$ cat src/rtl/spi_receive.sv
// SPI mode-3 byte receiver: oversampled sclk/sdi/cs, valid/ack output stage, framing/overrun flags.
// Define SPI_RX_FIFO_EN to replace the single holding register with a FIFO_DEPTH-entry FIFO.
module spi_receive #(
  parameter int unsigned SYNC_STAGES = 2,
  parameter int unsigned FIFO_DEPTH  = 4
) (
  input  logic       clk,
  input  logic       rst,
  input  logic       sclk,
  input  logic       sdi,
  input  logic       cs,
  output logic [7:0] data,
  output logic       data_valid,
  input  logic       data_ack,
  output logic       frame_active,
  output logic       done,
  output logic       frame_err,
  output logic       overrun,
  input  logic       err_clr
);

  if (SYNC_STAGES < 2 || SYNC_STAGES > 3) begin : g_bad_sync
    $error("spi_receive: SYNC_STAGES must be 2 or 3");
  end
  if (FIFO_DEPTH < 2 || FIFO_DEPTH > 16 || (FIFO_DEPTH & (FIFO_DEPTH - 1)) != 0) begin : g_bad_depth
    $error("spi_receive: FIFO_DEPTH must be a power of two in 2..16");
  end

  typedef enum logic [0:0] {StIdle, StShift} state_e;

  logic [SYNC_STAGES-1:0] sclk_sync_q, sdi_sync_q, cs_sync_q, fill_q;
  logic                   sclk_d_q, cs_d_q, armed_q;
  logic                   sclk_s, sdi_s, cs_s;
  logic                   sclk_rise, cs_rise, cs_fall;
  logic                   sclk_rise_q, sdi_q;

  state_e     state_q;
  logic [2:0] bit_cnt_q;
  // Only bits 7..1 are stored; bit 0 comes straight from sdi_q when the byte completes.
  logic [6:0] shift_q;
  logic       done_q, frame_err_q, overrun_q;

  logic       byte_push, push_ok, drop;
  logic [7:0] push_byte;

  assign sclk_s = sclk_sync_q[SYNC_STAGES-1];
  assign sdi_s  = sdi_sync_q[SYNC_STAGES-1];
  assign cs_s   = cs_sync_q[SYNC_STAGES-1];

  assign sclk_rise = sclk_s & ~sclk_d_q;
  assign cs_rise   = cs_s & ~cs_d_q;
  assign cs_fall   = ~cs_s & cs_d_q;

  always_ff @(posedge clk or posedge rst) begin
    if (rst) begin
      sclk_sync_q <= '1;
      sdi_sync_q  <= '1;
      cs_sync_q   <= '1;
      sclk_d_q    <= 1'b1;
      cs_d_q      <= 1'b1;
      fill_q      <= '0;
      armed_q     <= 1'b0;
      sclk_rise_q <= 1'b0;
      sdi_q       <= 1'b0;
    end else begin
      sclk_sync_q <= {sclk_sync_q[SYNC_STAGES-2:0], sclk};
      sdi_sync_q  <= {sdi_sync_q[SYNC_STAGES-2:0], sdi};
      cs_sync_q   <= {cs_sync_q[SYNC_STAGES-2:0], cs};
      sclk_d_q    <= sclk_s;
      cs_d_q      <= cs_s;
      // Arm only once a genuine post-reset sample of cs has reached the chain end as high.
      fill_q      <= {fill_q[SYNC_STAGES-2:0], 1'b1};
      armed_q     <= armed_q | (fill_q[SYNC_STAGES-1] & cs_s);
      sclk_rise_q <= sclk_rise;
      sdi_q       <= sdi_s;
    end
  end

  assign frame_active = ~cs_s;

  assign byte_push = (state_q == StShift) & ~cs_rise & sclk_rise_q & (bit_cnt_q == 3'd7);
  assign push_byte = {shift_q, sdi_q};

  always_ff @(posedge clk or posedge rst) begin
    if (rst) begin
      state_q     <= StIdle;
      bit_cnt_q   <= 3'd0;
      shift_q     <= 7'd0;
      done_q      <= 1'b0;
      frame_err_q <= 1'b0;
    end else begin
      done_q      <= 1'b0;
      frame_err_q <= 1'b0;
      unique case (state_q)
        StIdle: begin
          bit_cnt_q <= 3'd0;
          if (cs_fall && armed_q) begin
            state_q <= StShift;
          end
        end
        StShift: begin
          if (cs_rise) begin
            state_q     <= StIdle;
            done_q      <= 1'b1;
            frame_err_q <= (bit_cnt_q != 3'd0);
            bit_cnt_q   <= 3'd0;
          end else if (sclk_rise_q) begin
            shift_q   <= {shift_q[5:0], sdi_q};
            bit_cnt_q <= bit_cnt_q + 3'd1;
          end
        end
      endcase
    end
  end

  assign done      = done_q;
  assign frame_err = frame_err_q;

`ifdef SPI_RX_FIFO_EN
  localparam int unsigned Aw = $clog2(FIFO_DEPTH);

  logic [7:0] mem_q [FIFO_DEPTH];
  logic [Aw:0] wptr_q, rptr_q;
  logic        empty, full, pop;

  assign empty   = (wptr_q == rptr_q);
  assign full    = (wptr_q[Aw] != rptr_q[Aw]) && (wptr_q[Aw-1:0] == rptr_q[Aw-1:0]);
  assign pop     = ~empty & data_ack;
  assign push_ok = byte_push & (~full | pop);

  always_ff @(posedge clk or posedge rst) begin
    if (rst) begin
      wptr_q <= '0;
      rptr_q <= '0;
      for (int i = 0; i < int'(FIFO_DEPTH); i++) begin
        mem_q[i] <= 8'h00;
      end
    end else begin
      if (pop) begin
        rptr_q <= rptr_q + 1'b1;
      end
      if (push_ok) begin
        mem_q[wptr_q[Aw-1:0]] <= push_byte;
        wptr_q                <= wptr_q + 1'b1;
      end
    end
  end

  assign data       = mem_q[rptr_q[Aw-1:0]];
  assign data_valid = ~empty;
`else
  logic [7:0] hold_q;
  logic       valid_q, pop;

  assign pop     = valid_q & data_ack;
  assign push_ok = byte_push & (~valid_q | pop);

  always_ff @(posedge clk or posedge rst) begin
    if (rst) begin
      hold_q  <= 8'h00;
      valid_q <= 1'b0;
    end else if (push_ok) begin
      hold_q  <= push_byte;
      valid_q <= 1'b1;
    end else if (pop) begin
      valid_q <= 1'b0;
    end
  end

  assign data       = hold_q;
  assign data_valid = valid_q;
`endif

  assign drop = byte_push & ~push_ok;

  // A drop in the same cycle as err_clr leaves the flag set.
  always_ff @(posedge clk or posedge rst) begin
    if (rst) begin
      overrun_q <= 1'b0;
    end else begin
      overrun_q <= drop | (overrun_q & ~err_clr);
    end
  end

  assign overrun = overrun_q;

endmodule

$ cat config.mk
export PLATFORM = sky130hd
export DESIGN_NAME = spi_receive
export DESIGN_NICKNAME = d
export VERILOG_FILES = /design/src/rtl/spi_receive.sv
export SDC_FILE = /design/constraint.sdc
export NUM_CORES = 1
export LEC_CHECK = 0
export BUFFER_PORTS_ARGS = -buffer_cell sky130_fd_sc_hd__buf_4
export CORE_UTILIZATION = 54
export DETAILED_ROUTE_END_ITERATION = 7
export PLACE_DENSITY = 0.73
export SYNTH_ARGS = -nofsm -noshare
export SYNTH_HDL_FRONTEND = slang
export SYNTH_SLANG_ARGS = --single-unit
$ cat constraint.sdc
create_clock -name clk -period 2.3 [get_ports clk]
set_clock_uncertainty 0.2 [all_clocks]
set_input_delay 0.46 -clock clk [delete_from_list [all_inputs] [get_ports clk]]
set_output_delay 0.46 -clock clk [all_outputs]
set_load 0.01 [all_outputs]
After elaboration in Yosys (flattened, before gate mapping)
Cells that the tools add are included.
{ "totals": {"word_cells": 58, "out_inout_bits": 13, "ff_bits": 36, "in_bits": 7} }
{ "classes": {"n_bitwise": 22, "mux": 12, "n_eq_ne": 2, "reduce_logical": 4, "n_addsub": 1} }
{ "op_table": {"columns": ["cell", "count"], "rows": [
  ["AND 1 bit", 11],
  ["2-to-1 mux 1 bit", 8],
  ["NOT 1 bit", 8],
  ["2-to-1 mux 3 bit", 2],
  ["case mux 3 bit (2 select lines)", 1],
  ["adder 3 x 1 -> 3 bit (second input constant)", 1],
  ["equality test 3 bit (second input constant)", 1],
  ["inequality test 3 bit (second input constant)", 1],
  ["bitwise OR 1 bit", 3],
  ["AND reduction 3 bit", 1],
  ["nonzero test 3 bit", 1],
  ["case mux 1 bit (2 select lines)", 1],
  ["nonzero test 2 bit", 1],
  ["logical AND 1 bit", 1]
]} }

Logic depth before layout (Yosys ltp)
Gate-level depths: netlist of the first run.
{ "logic_depth": {"depth_word": 10, "ltp_mapped": 4, "depth_no_buf": 4} }

Worst setup path after synthesis of the first run
No wires, ideal clock.
{ "synth_timing": {"kind": "flip-flop to flip-flop", "start": "register cs_d_q", "end": "register shift_q[0]", "path_stages_with_launch": 5, "slack_ns": 0.654, "t_required_ns": 1.975, "synth_period_minus_slack_ns": 1.646, "path_buffers": 1, "arrival_time_ns": 1.321, "cell_sequence": "dfstp_2 > nand2b_1 > and2_4 > buf_6 > mux2_4"} }
{ "synth_between": {"elab_chain_len": 4} }
{ "synth_rtl": {"columns": ["element", "line", "text"], "rows": [
  ["start: declaration", "32", "logic sclk_d_q, cs_d_q, armed_q;"],
  ["start signal: assignment", "70", "cs_d_q <= cs_s;"],
  ["NOT 1 bit", "51", "assign cs_rise = cs_s & ~cs_d_q;"],
  ["AND 1 bit", "51", null],
  ["NOT 1 bit (no line)", null, null],
  ["AND reduction 3 bit (no line)", null, null],
  ["end signal: assignment", "108", "shift_q <= {shift_q[5:0], sdi_q};"],
  ["end: declaration", "40", "logic [6:0] shift_q;"]
]} }
No other way between the ends.
A chain may end at the register's enable or synchronous reset.

Worst setup path after layout of the first run
{ "layout_timing": {"start": "register cs_sync_q[1]", "end": "output port frame_active"} }
{ "layout_between": {"elab_chain_len": 1} }
{ "layout_rtl": {"columns": ["element", "line", "text"], "rows": [
  ["start: declaration", "31", "logic [SYNC_STAGES-1:0] sclk_sync_q, sdi_sync_q, cs_sync_q, fill_q;"],
  ["start signal: assignment", "68", "cs_sync_q <= {cs_sync_q[SYNC_STAGES-2:0], cs};"],
  ["NOT 1 bit", "79", "assign frame_active = ~cs_s;"],
  ["end: declaration", "15", "output logic frame_active,"]
]} }
No other way between the ends.

==> results of run 1 <==
## layout make-up
cell class,count,area [um^2],area share [%]
multi-input cells,41,384,24.6
inverters,6,22.5,1.44
well taps,28,35.0,2.24
clock buffers,8,58.8,3.77
repair buffers,20,150,9.62
flip-flops and latches,36,911,58.3
## power by group
group          internal, mW  total, mW  switching [mW]
clock                 0.151      0.338           0.188
sequential            0.707      0.759          0.0523
combinational        0.0928      0.135          0.0423
## worst max path at each step
stage	start	to	slack [ns]	depth (start not counted)
finish	cs_sync_q[1]	frame_active	0.57	2
global route	cs_sync_q[1]	frame_active	0.51	2
CTS	cs_sync_q[1]	frame_active	0.54	2
detailed placement	data_ack	data[4]	0.63	4
global placement	bit_cnt_q[0]	data[2]	0.65	4
floorplan	cs_d_q	shift_q[0]	0.65	4
## worst max-delay path, delay by kind of cell, from the launching register on
kind / cells / cell delay (ns)
buffers and inverters: 2 / 0.18
flip-flops: 1 / 0.57
## stage by stage
step / area, um^2 / cells / setup slack (ns) / util, %
floorplan: 1330 / 84 / 0.654 / -
global placement: 1500 / 131 / 0.654 / 66.0
global route: 1560 / 139 / 0.508 / 68.6
finish: 1560 / 139 / 0.565 / 68.6
CTS: 1560 / 139 / 0.544 / 68.6
detailed placement: 1500 / 131 / 0.628 / 66.0
## kinds of logic (layout without fill, tap and decap cells)
kind of cell    Yosys count  count (layout)  synth area share (%)
simple gates             16              16                  7.53
fa+ha+maj                 3               3                  2.83
xor+xnor                  1               1                 0.659
other cells               1               1                 0.282
buf+inv                   7              34                  2.54
compound gates            3               3                  1.41
mux                      17              17                  16.2
flops                    36              36                  68.5
## registers in the layout, summed over array words and instances, names as in the netlist, 2 cells and up
name,count
bit_cnt_q,3
cs_sync_q,2
data,8
fill_q,2
sclk_sync_q,2
sdi_sync_q,2
shift_q,7
## layout by cell type (no fill, tap or decap), drive strengths merged
| cell | synthesis | routed |
|---|---|---|
| inv | 6 | 6 |
| buf | 1 | 20 |
| o21ai | 1 | 1 |
| dfstp | 8 | 8 |
| clkbuf | 0 | 8 |
| nor2 | 4 | 4 |
| nand2b | 2 | 2 |
| and2 | 2 | 2 |
| nand3 | 1 | 1 |
| mux2i | 2 | 2 |
| ha | 3 | 3 |
| nor3 | 1 | 1 |
| a21o | 1 | 1 |
| mux2 | 15 | 15 |
| o22ai | 1 | 1 |
| nand4 | 1 | 1 |
| dfrtp | 28 | 28 |
| nand2 | 3 | 3 |
| nor2b | 2 | 2 |
| xnor2 | 1 | 1 |
| conb | 1 | 1 |
## per-layer routing
layer / global-route usage (%) / vias up
li1: - / 327
met1: 17.9 / 342
met2: 24.9 / 22
met3: 7.89 / 5
met4: 9.46 / 0
met5: 0 / -
==> results.py, run 1 <==
metrics = {
    "layout": {
        "diodes": 0,
        "layout.nets": 120,
        "fill_cells": 164,
        "area_growth_pct": 17.5,
        "layout-drive-gt1-share_pct": 46.8,
    },
    "synth": {
        "synth_cell_types": 21,
        "ys_seq_area_share_pct": 68.5,
        "synth-edff-count": 0,
        "syn_area_um2": 1330,
        "yosys.area.top_type_share_pct": 52.7,
        "ys_ff_latch": 36,
        "synth.area.top_cells": "dfrtp_1, dfstp_2, mux2_4, mux2_2, ha_1",
        "synth_nets": 94,
        "async_flop_share_pct": 100,
        "netlist_top_cells_count": "dfrtp_1, dfstp_2, mux2_2, mux2_4, inv_1",
        "synth_flop_cell": "dfrtp_1",
        "yosys.area.top_type": "dfrtp_1",
        "yosys_warnings": 0,
        "yosysMostFrequentCell": "dfrtp_1",
        "postSynthCellCount": 84,
        "synth.avg_cell_area_um2": 15.8,
    },
    "timing": {
        "fin_crit_sh_pct": 75.4,
        "tns_ns": 0,
        "finalMaxSlewViolations": 0,
        "hold_violations": 0,
        "finalSetupViolations": 0,
        "rsz0062_at_grt": "no",
        "min_period_ns": 1.73,
        "whs_ns": 0.00983,
        "max_freq_mhz": 576,
    },
    "setup_path": {
        "crit_path_end_kind": "output port",
        "crit_chain": "inv_1 -> buf_4",
        "crit_slowest_cell": "dfstp_2",
        "path_class": "flop to output port",
        "worst-path-max-fanout": 5,
        "r2r-end": "data[4]",
        "r2r_setup_slack_ns": 0.62,
        "rr_worst_depth": 4,
        "startpoint_type": "flop",
        "crit_arrival_ns": 1.07,
        "cp_data_required_time_ns": 1.64,
        "r2r_start": "bit_cnt_q[0]",
        "slowest_delay_ns": 0.57,
    },
    "placement": {
        "portBuffers": 19,
        "gp_congestion": 0.760,
        "hpwlAfterDp_mm": 1.22,
    },
    "clock_tree": {
        "cts_max_level": 2,
        "clkTransAtPathRegs_ns": 0.10,
        "ctsLongestPathBuffers": 2,
        "insertion_delay_ns": 0.33,
        "cts_hold_buf": 0,
        "post_cts_buffers": 0,
        "cts_tree": "built",
        "cts_buffers": 5,
        "cts.sinks": 36,
        "cts-root-buf": "clkbuf_4",
        "ctsResizeCount": 0,
    },
    "drt": {
        "wl_per_cell_um": 12.5,
        "drt-initial-drc-count": 10,
        "first_pass_iters": 2,
        "wl_met2_um": 810,
        "viasPerCell": 5.01,
        "drt-met1-wl_um": 786,
        "antenna_left": 0,
        "topRoutingLayerUsed": "met4",
        "vias": 696,
        "wl_mm": 1.74,
        "met3WireLength_um": 111,
        "drc": 0,
    },
    "min_path": {
        "holdCritPathClass": "input pin to asynchronous set/reset pin",
    },
    "outcome": {
        "status": "completed",
    },
    "global_route": {
        "grt_pass1_vias": 691,
        "grt_max_degree": 37,
        "grt_usage_pct": 16.1,
        "grt_antenna_before_repair": 0,
        "grt_pass1_wl_mm": 2.89,
        "grt-ovfl-total": 0,
    },
    "floorplan": {
        "design.core.area_um2": 2280,
        "rows": 17,
        "die_w_um": 51.6,
        "ios": 20,
        "die_area_um2": 2660,
        "start_util_pct": 58.4,
        "die_h_um": 51.6,
    },
    "power_and_ir_drop": {
        "leakagePower_nw": 0.789,
        "power_mw": 1.23,
        "power_density_nw_per_um2": 789,
        "vdd_drop_max_mv": 0.586,
    },
    "run": {
        "drv_cap": 0,
    },
}
Note: power is estimated with default switching activity, not from simulation.
==> inputs of run 2 (changes only) <==
Settings changed: CORE_UTILIZATION 54 to 49, PLACE_DENSITY 0.73 to 0.7.
Clock period 2.3 ns to 1.5 ns, I/O delays scaled along.
==> run 2 against run 1 <==
Combinational power grew 87%. Critical path type unchanged. Sequential power grew 53%. Sequential cell count is the same. The run now ends with negative setup slack left. Non-clock buffer count grew 13. Critical endpoint unchanged. Cell count grew 11%. Hold slack gained 0.12 ns. Worst setup slack lost 0.66 ns.
==> results.py, run 2 (same netlist as run 1, synthesis figures left out) <==
metrics = {
    "outcome": {
        "status": "complete, but fails checks",
        "violations": "negative setup slack",
    },
    "drt": {
        "first_pass_iters": 4,
        "drc": 0,
        "wl_per_cell_um": 12.4,
        "viasPerCell": 4.82,
        "drt-initial-drc-count": 5,
        "antenna_left": 0,
        "vias": 742,
        "wl_mm": 1.91,
    },
    "timing": {
        "rsz0062_at_grt": "yes",
        "tns_ns": -0.510,
        "setup_ws_ns": -0.0928,
        "min_period_ns": 1.59,
        "max_freq_mhz": 628,
        "hold_violations": 0,
        "fin_crit_sh_pct": 106,
        "finalSetupViolations": 16,
        "finalMaxSlewViolations": 0,
    },
    "clock_tree": {
        "cts-root-buf": "clkbuf_4",
        "cts_max_level": 2,
        "cts_buffers": 5,
        "insertion_delay_ns": 0.33,
        "cts.sinks": 36,
        "clkTransAtPathRegs_ns": 0.11,
        "ctsLongestPathBuffers": 2,
        "cts_tree": "built",
    },
    "placement": {
        "portBuffers": 19,
        "hpwlAfterDp_mm": 1.24,
        "gp_congestion": 0.743,
        "placed_area_um2": 1610,
    },
    "global_route": {
        "grt_antenna_before_repair": 0,
        "grt_usage_pct": 17.2,
        "grt-ovfl-total": 0,
        "grt_util_met3_pct": 5.93,
        "grt_max_degree": 37,
        "grt_pass1_vias": 799,
        "grtUsageMet2_pct": 26.7,
        "grt_util_met1_pct": 20.4,
        "grt_pass1_wl_mm": 3.33,
        "grt-busiest-layer": "met2",
    },
    "min_path": {
        "hold_depth": 3,
        "holdCritPathClass": "input pin to flop",
    },
    "floorplan": {
        "design.core.area_um2": 2520,
        "die_h_um": 54.1,
        "die_w_um": 54.1,
        "ios": 20,
        "rows": 18,
        "start_util_pct": 52.7,
        "die_area_um2": 2920,
    },
    "setup_path": {
        "rr_worst_depth": 4,
        "startpoint_type": "flop",
        "crit_arrival_ns": 1.09,
        "crit_slowest_cell": "dfstp_2",
        "critical_path_depth": 3,
        "critPathBufInv": 3,
        "worst-path-max-fanout": 2,
        "crit_chain": "buf_6 -> inv_2 -> buf_6",
        "cp_data_required_time_ns": 1.00,
        "cp_common_cell": "buf_6",
        "slowest_delay_ns": 0.55,
        "crit_path_end_kind": "output port",
        "cp_top_family": "flip-flops",
        "path_class": "flop to output port",
    },
    "power_and_ir_drop": {
        "pwr-share-comb_pct": 13.0,
        "p_seq_share_pct": 59.9,
        "swShare_pct": 23.2,
        "vdd_drop_max_mv": 1.07,
        "power_density_nw_per_um2": 1110,
        "switchingPower_mw": 0.451,
        "leakagePower_nw": 0.883,
        "power.internal_mw": 1.49,
        "pwr-share-clk_pct": 27.1,
    },
    "layout": {
        "fin_area_um2": 1750,
        "layout.nets": 133,
        "diodes": 0,
        "area_growth_pct": 31.5,
        "layout-drive-gt1-share_pct": 51.6,
        "final_common_cell": "dfrtp_1",
        "final_cell_mix": "dfrtp_1, buf_4, mux2_4",
        "largest_register_ffs": 8,
    },
    "run": {
        "drv_cap": 0,
    },
}
==> run 2: cell count changes in the layout (fill, tap and decap cells not counted), moves of 2 or more <==
cell,delta
mux2_2,-8
mux2_4,+8
buf_6,+2
dlygate4sd3_1,+5
buf_4,+5
ha_1,-2
==> run 2: per-stage QoR <==
stage | power, mW | hold WS [ns] | util (%) | setup slack (ns) | std cells
global route | 2.04 | 0.162 | 69.2 | -0.144 | 154
detailed placement | 1.42 | 0.141 | 63.7 | -0.0550 | 138
global placement | 1.40 | 0.135 | 63.7 | -0.0425 | 138
finish | 1.94 | 0.126 | 69.2 | -0.0928 | 154
floorplan | 1.34 | 0.104 | - | -0.0319 | 84
CTS | 1.97 | 0.124 | 68.9 | -0.114 | 153
==> run 2: power groups by stage <==
| stage | clock network (mW) | logic (mW) | registers [mW] |
|---|---|---|---|
| 2_1_floorplan | 0 | 0.179 | 1.16 |
| 3_3_place_gp | 0 | 0.229 | 1.17 |
| 3_5_place_dp | 0 | 0.237 | 1.18 |
| 4_1_cts | 0.547 | 0.255 | 1.16 |
| 5_1_grt | 0.591 | 0.278 | 1.17 |
| 6_report | 0.526 | 0.252 | 1.16 |
==> run 2: worst reg2reg max path, stage by stage, from the launching register on <==
cell and delay, ns:
dfrtp_1 0.37, ha_2 0.19, ha_4 0.14, nand4_4 0.19
mux2_4 0.36
==> run 2: path summary, 6_finish.rpt <==
path | from | slack, ns | end
max in group asynchronous | rst | 0.47 | sclk_sync_q[0]
worst min register to register | sclk_sync_q[1] | 0.16 | sclk_d_q
worst min-delay path | data_ack | 0.13 | data_valid
worst max register to register | bit_cnt_q[0] | -0.05 | data[2]
worst max-delay path | cs_sync_q[1] | -0.09 | frame_active
min in group asynchronous | rst | 0.37 | shift_q[4]
==> run 2: cell type report <==
cell class | count | area, um^2
Sequential cell | 36 | 911
Multi-Input combinational cell | 41 | 437
Fill cell | 174 | 776
Clock buffer | 8 | 58.8
Tap cell | 30 | 37.5
Inverter | 6 | 22.5
Timing Repair Buffer | 33 | 280
==> run 2: repair_timing <==
item / 4_1_cts / 5_1_grt
endpoints found under the setup margin: 16 / 16
hold buffers: 5 / 0
endpoints found under the hold margin: 32 / 0
gates resized for setup: 3 / 0
buffers inserted: 2 / 1
pin swaps: 0 / 0
==> run 2: routing by layer <==
| layer | vias up | share of wire [%] |
|---|---|---|
| li1 | 356 | - |
| met1 | 359 | 44 |
| met2 | 19 | 49 |
| met3 | 8 | 4.5 |
| met4 | 0 | 2.6 |
| met5 | - | 0 |
==> inputs of run 3 (changes only) <==
Settings changed: PLACE_DENSITY 0.7 to 0.73.
==> run 3 against run 2 <==
The flow still finishes with violations (negative setup slack). Hold slack better by 0.036 ns. Via count up 3.1%. Critical endpoint is now data[2]. First-iteration DRC count up 60%.
==> results.py, run 3 (same netlist as run 1, synthesis figures left out) <==
metrics = {
    "outcome": {
        "status": "complete, but fails checks",
        "violations": "negative setup slack",
    },
    "global_route": {
        "grt_pass1_vias": 783,
        "grt_pass1_wl_mm": 3.40,
        "grt_antenna_before_repair": 0,
        "grt_max_degree": 37,
        "grt_usage_pct": 17.8,
        "grt-ovfl-total": 0,
    },
    "floorplan": {
        "ios": 20,
        "die_area_um2": 2920,
        "design.core.area_um2": 2520,
        "rows": 18,
        "start_util_pct": 52.7,
        "die_w_um": 54.1,
        "die_h_um": 54.1,
    },
    "timing": {
        "finalMaxSlewViolations": 0,
        "hold_violations": 0,
        "setup_ws_ns": -0.104,
        "fin_crit_sh_pct": 107,
        "rsz0062_at_grt": "yes",
        "max_freq_mhz": 623,
        "finalSetupViolations": 16,
        "min_period_ns": 1.60,
    },
    "layout": {
        "largest_register_ffs": 8,
        "diodes": 0,
        "layout-drive-gt1-share_pct": 54.3,
        "area_growth_pct": 34.1,
        "final_cell_mix": "dfrtp_1, buf_4, mux2_4",
        "layout.nets": 136,
        "fin_area_um2": 1780,
        "final_cells": 157,
    },
    "clock_tree": {
        "cts_max_level": 2,
        "ctsLongestPathBuffers": 2,
        "cts_tree": "built",
        "cts.sinks": 36,
        "cts-root-buf": "clkbuf_4",
        "cts_buffers": 5,
        "insertion_delay_ns": 0.33,
        "clkTransAtPathRegs_ns": 0.11,
    },
    "setup_path": {
        "cp_top_family": "flip-flops",
        "r2r-end": "data[2]",
        "crit_slowest_cell": "dfrtp_1",
        "crit_arrival_ns": 1.61,
        "crit_path_end_kind": "flop",
        "cp_data_required_time_ns": 1.51,
        "crit_chain": "ha_2 -> ha_4 -> nand4_4 -> mux2_4",
        "worst-path-max-fanout": 8,
        "r2r_setup_slack_ns": -0.10,
        "startpoint_type": "flop",
        "slowest_delay_ns": 0.38,
        "critPathBufInv": 0,
        "rr_worst_depth": 4,
        "r2r_start": "bit_cnt_q[0]",
        "path_class": "flop to flop",
    },
    "drt": {
        "antenna_left": 0,
        "first_pass_iters": 3,
        "drt-initial-drc-count": 8,
        "wl_mm": 2.16,
        "vias": 765,
        "viasPerCell": 4.87,
        "drc": 0,
        "wl_per_cell_um": 13.7,
    },
    "min_path": {
        "hold_depth": 0,
        "min_from": "cs_sync_q[0]",
        "holdCritPathClass": "flop to flop",
        "hold_end": "cs_sync_q[1]",
    },
    "power_and_ir_drop": {
        "power_density_nw_per_um2": 1100,
        "leakagePower_nw": 0.901,
        "vdd_drop_max_mv": 1.10,
    },
    "placement": {
        "portBuffers": 19,
        "hpwlAfterDp_mm": 1.37,
        "placed_area_um2": 1620,
        "placed_cells": 139,
        "gp_congestion": 0.745,
    },
    "run": {
        "drv_cap": 0,
    },
}
## run 3: cell types whose count changed in the layout (fill, tap and decap cells not counted)
cell / change
nand2_4: +1
o21ai_1: +1
o21ai_0: -1
nand2_1: -1
buf_4: +3
nor3_2: +1
nor3_1: -1
## run 3: area by class of cell
cell class	count	area [um^2]
fill	184	741
sequential	36	911
tap	30	37.5
timing repair buffer	36	303
inverter	6	22.5
clock buffer	8	58.8
multi-input combinational	41	449
## run 3: worst max path at each step
stage / startpoint / to / slack, ns / cells after the start
final: bit_cnt_q[0] / data[2] / -0.10 / 4
after CTS: bit_cnt_q[0] / data[2] / -0.11 / 4
after detailed placement: bit_cnt_q[0] / data[2] / -0.08 / 4
after global routing: bit_cnt_q[0] / data[7] / -0.16 / 4
after floorplan: cs_d_q / shift_q[0] / -0.03 / 4
after global placement: bit_cnt_q[0] / data[7] / -0.04 / 4
## run 3: what timing repair did
item                                    in CTS  in global routing
gates resized for setup                      4                  3
hold buffers                                 5                  0
endpoints found under the hold margin       32                  0
buffers inserted                             3                  2
endpoints found under the setup margin      16                 21
## run 3: worst register-to-register path: stages (launching register included)
cell     delay, ns
dfrtp_1       0.38
ha_2          0.20
ha_4          0.14
nand4_4       0.20
mux2_4        0.37
## run 3: per-layer routing
layer,vias up,global-route usage [%],part of all wire (%),routed length [um]
met1,380,20.3,43,934
met4,0,11.5,1.9,40
met3,4,5.93,3.6,77
met2,22,28.4,51,1110
li1,359,-,-,-
met5,-,0,0,0
## run 3: through the flow
step	TNS (ns)	setup WS, ns	power [mW]	hold WS (ns)	util [%]
after floorplan	-0.278	-0.0319	1.34	0.104	-
after global placement	-0.356	-0.0405	1.40	0.134	64.0
after detailed placement	-0.681	-0.0831	1.42	0.150	64.0
after CTS	-1.11	-0.113	1.96	0.164	69.6
after global routing	-1.97	-0.157	2.06	0.170	70.6
final	-0.959	-0.104	1.95	0.162	70.6
## run 3: where the power goes
group / internal, mW / total (mW) / switching [mW] / leakage [nW]
clock: 0.231 / 0.525 / 0.294 / 0.0326
combinational: 0.181 / 0.263 / 0.0819 / 0.419
sequential: 1.08 / 1.16 / 0.0808 / 0.449
total: 1.50 / 1.95 / 0.456 / 0.901
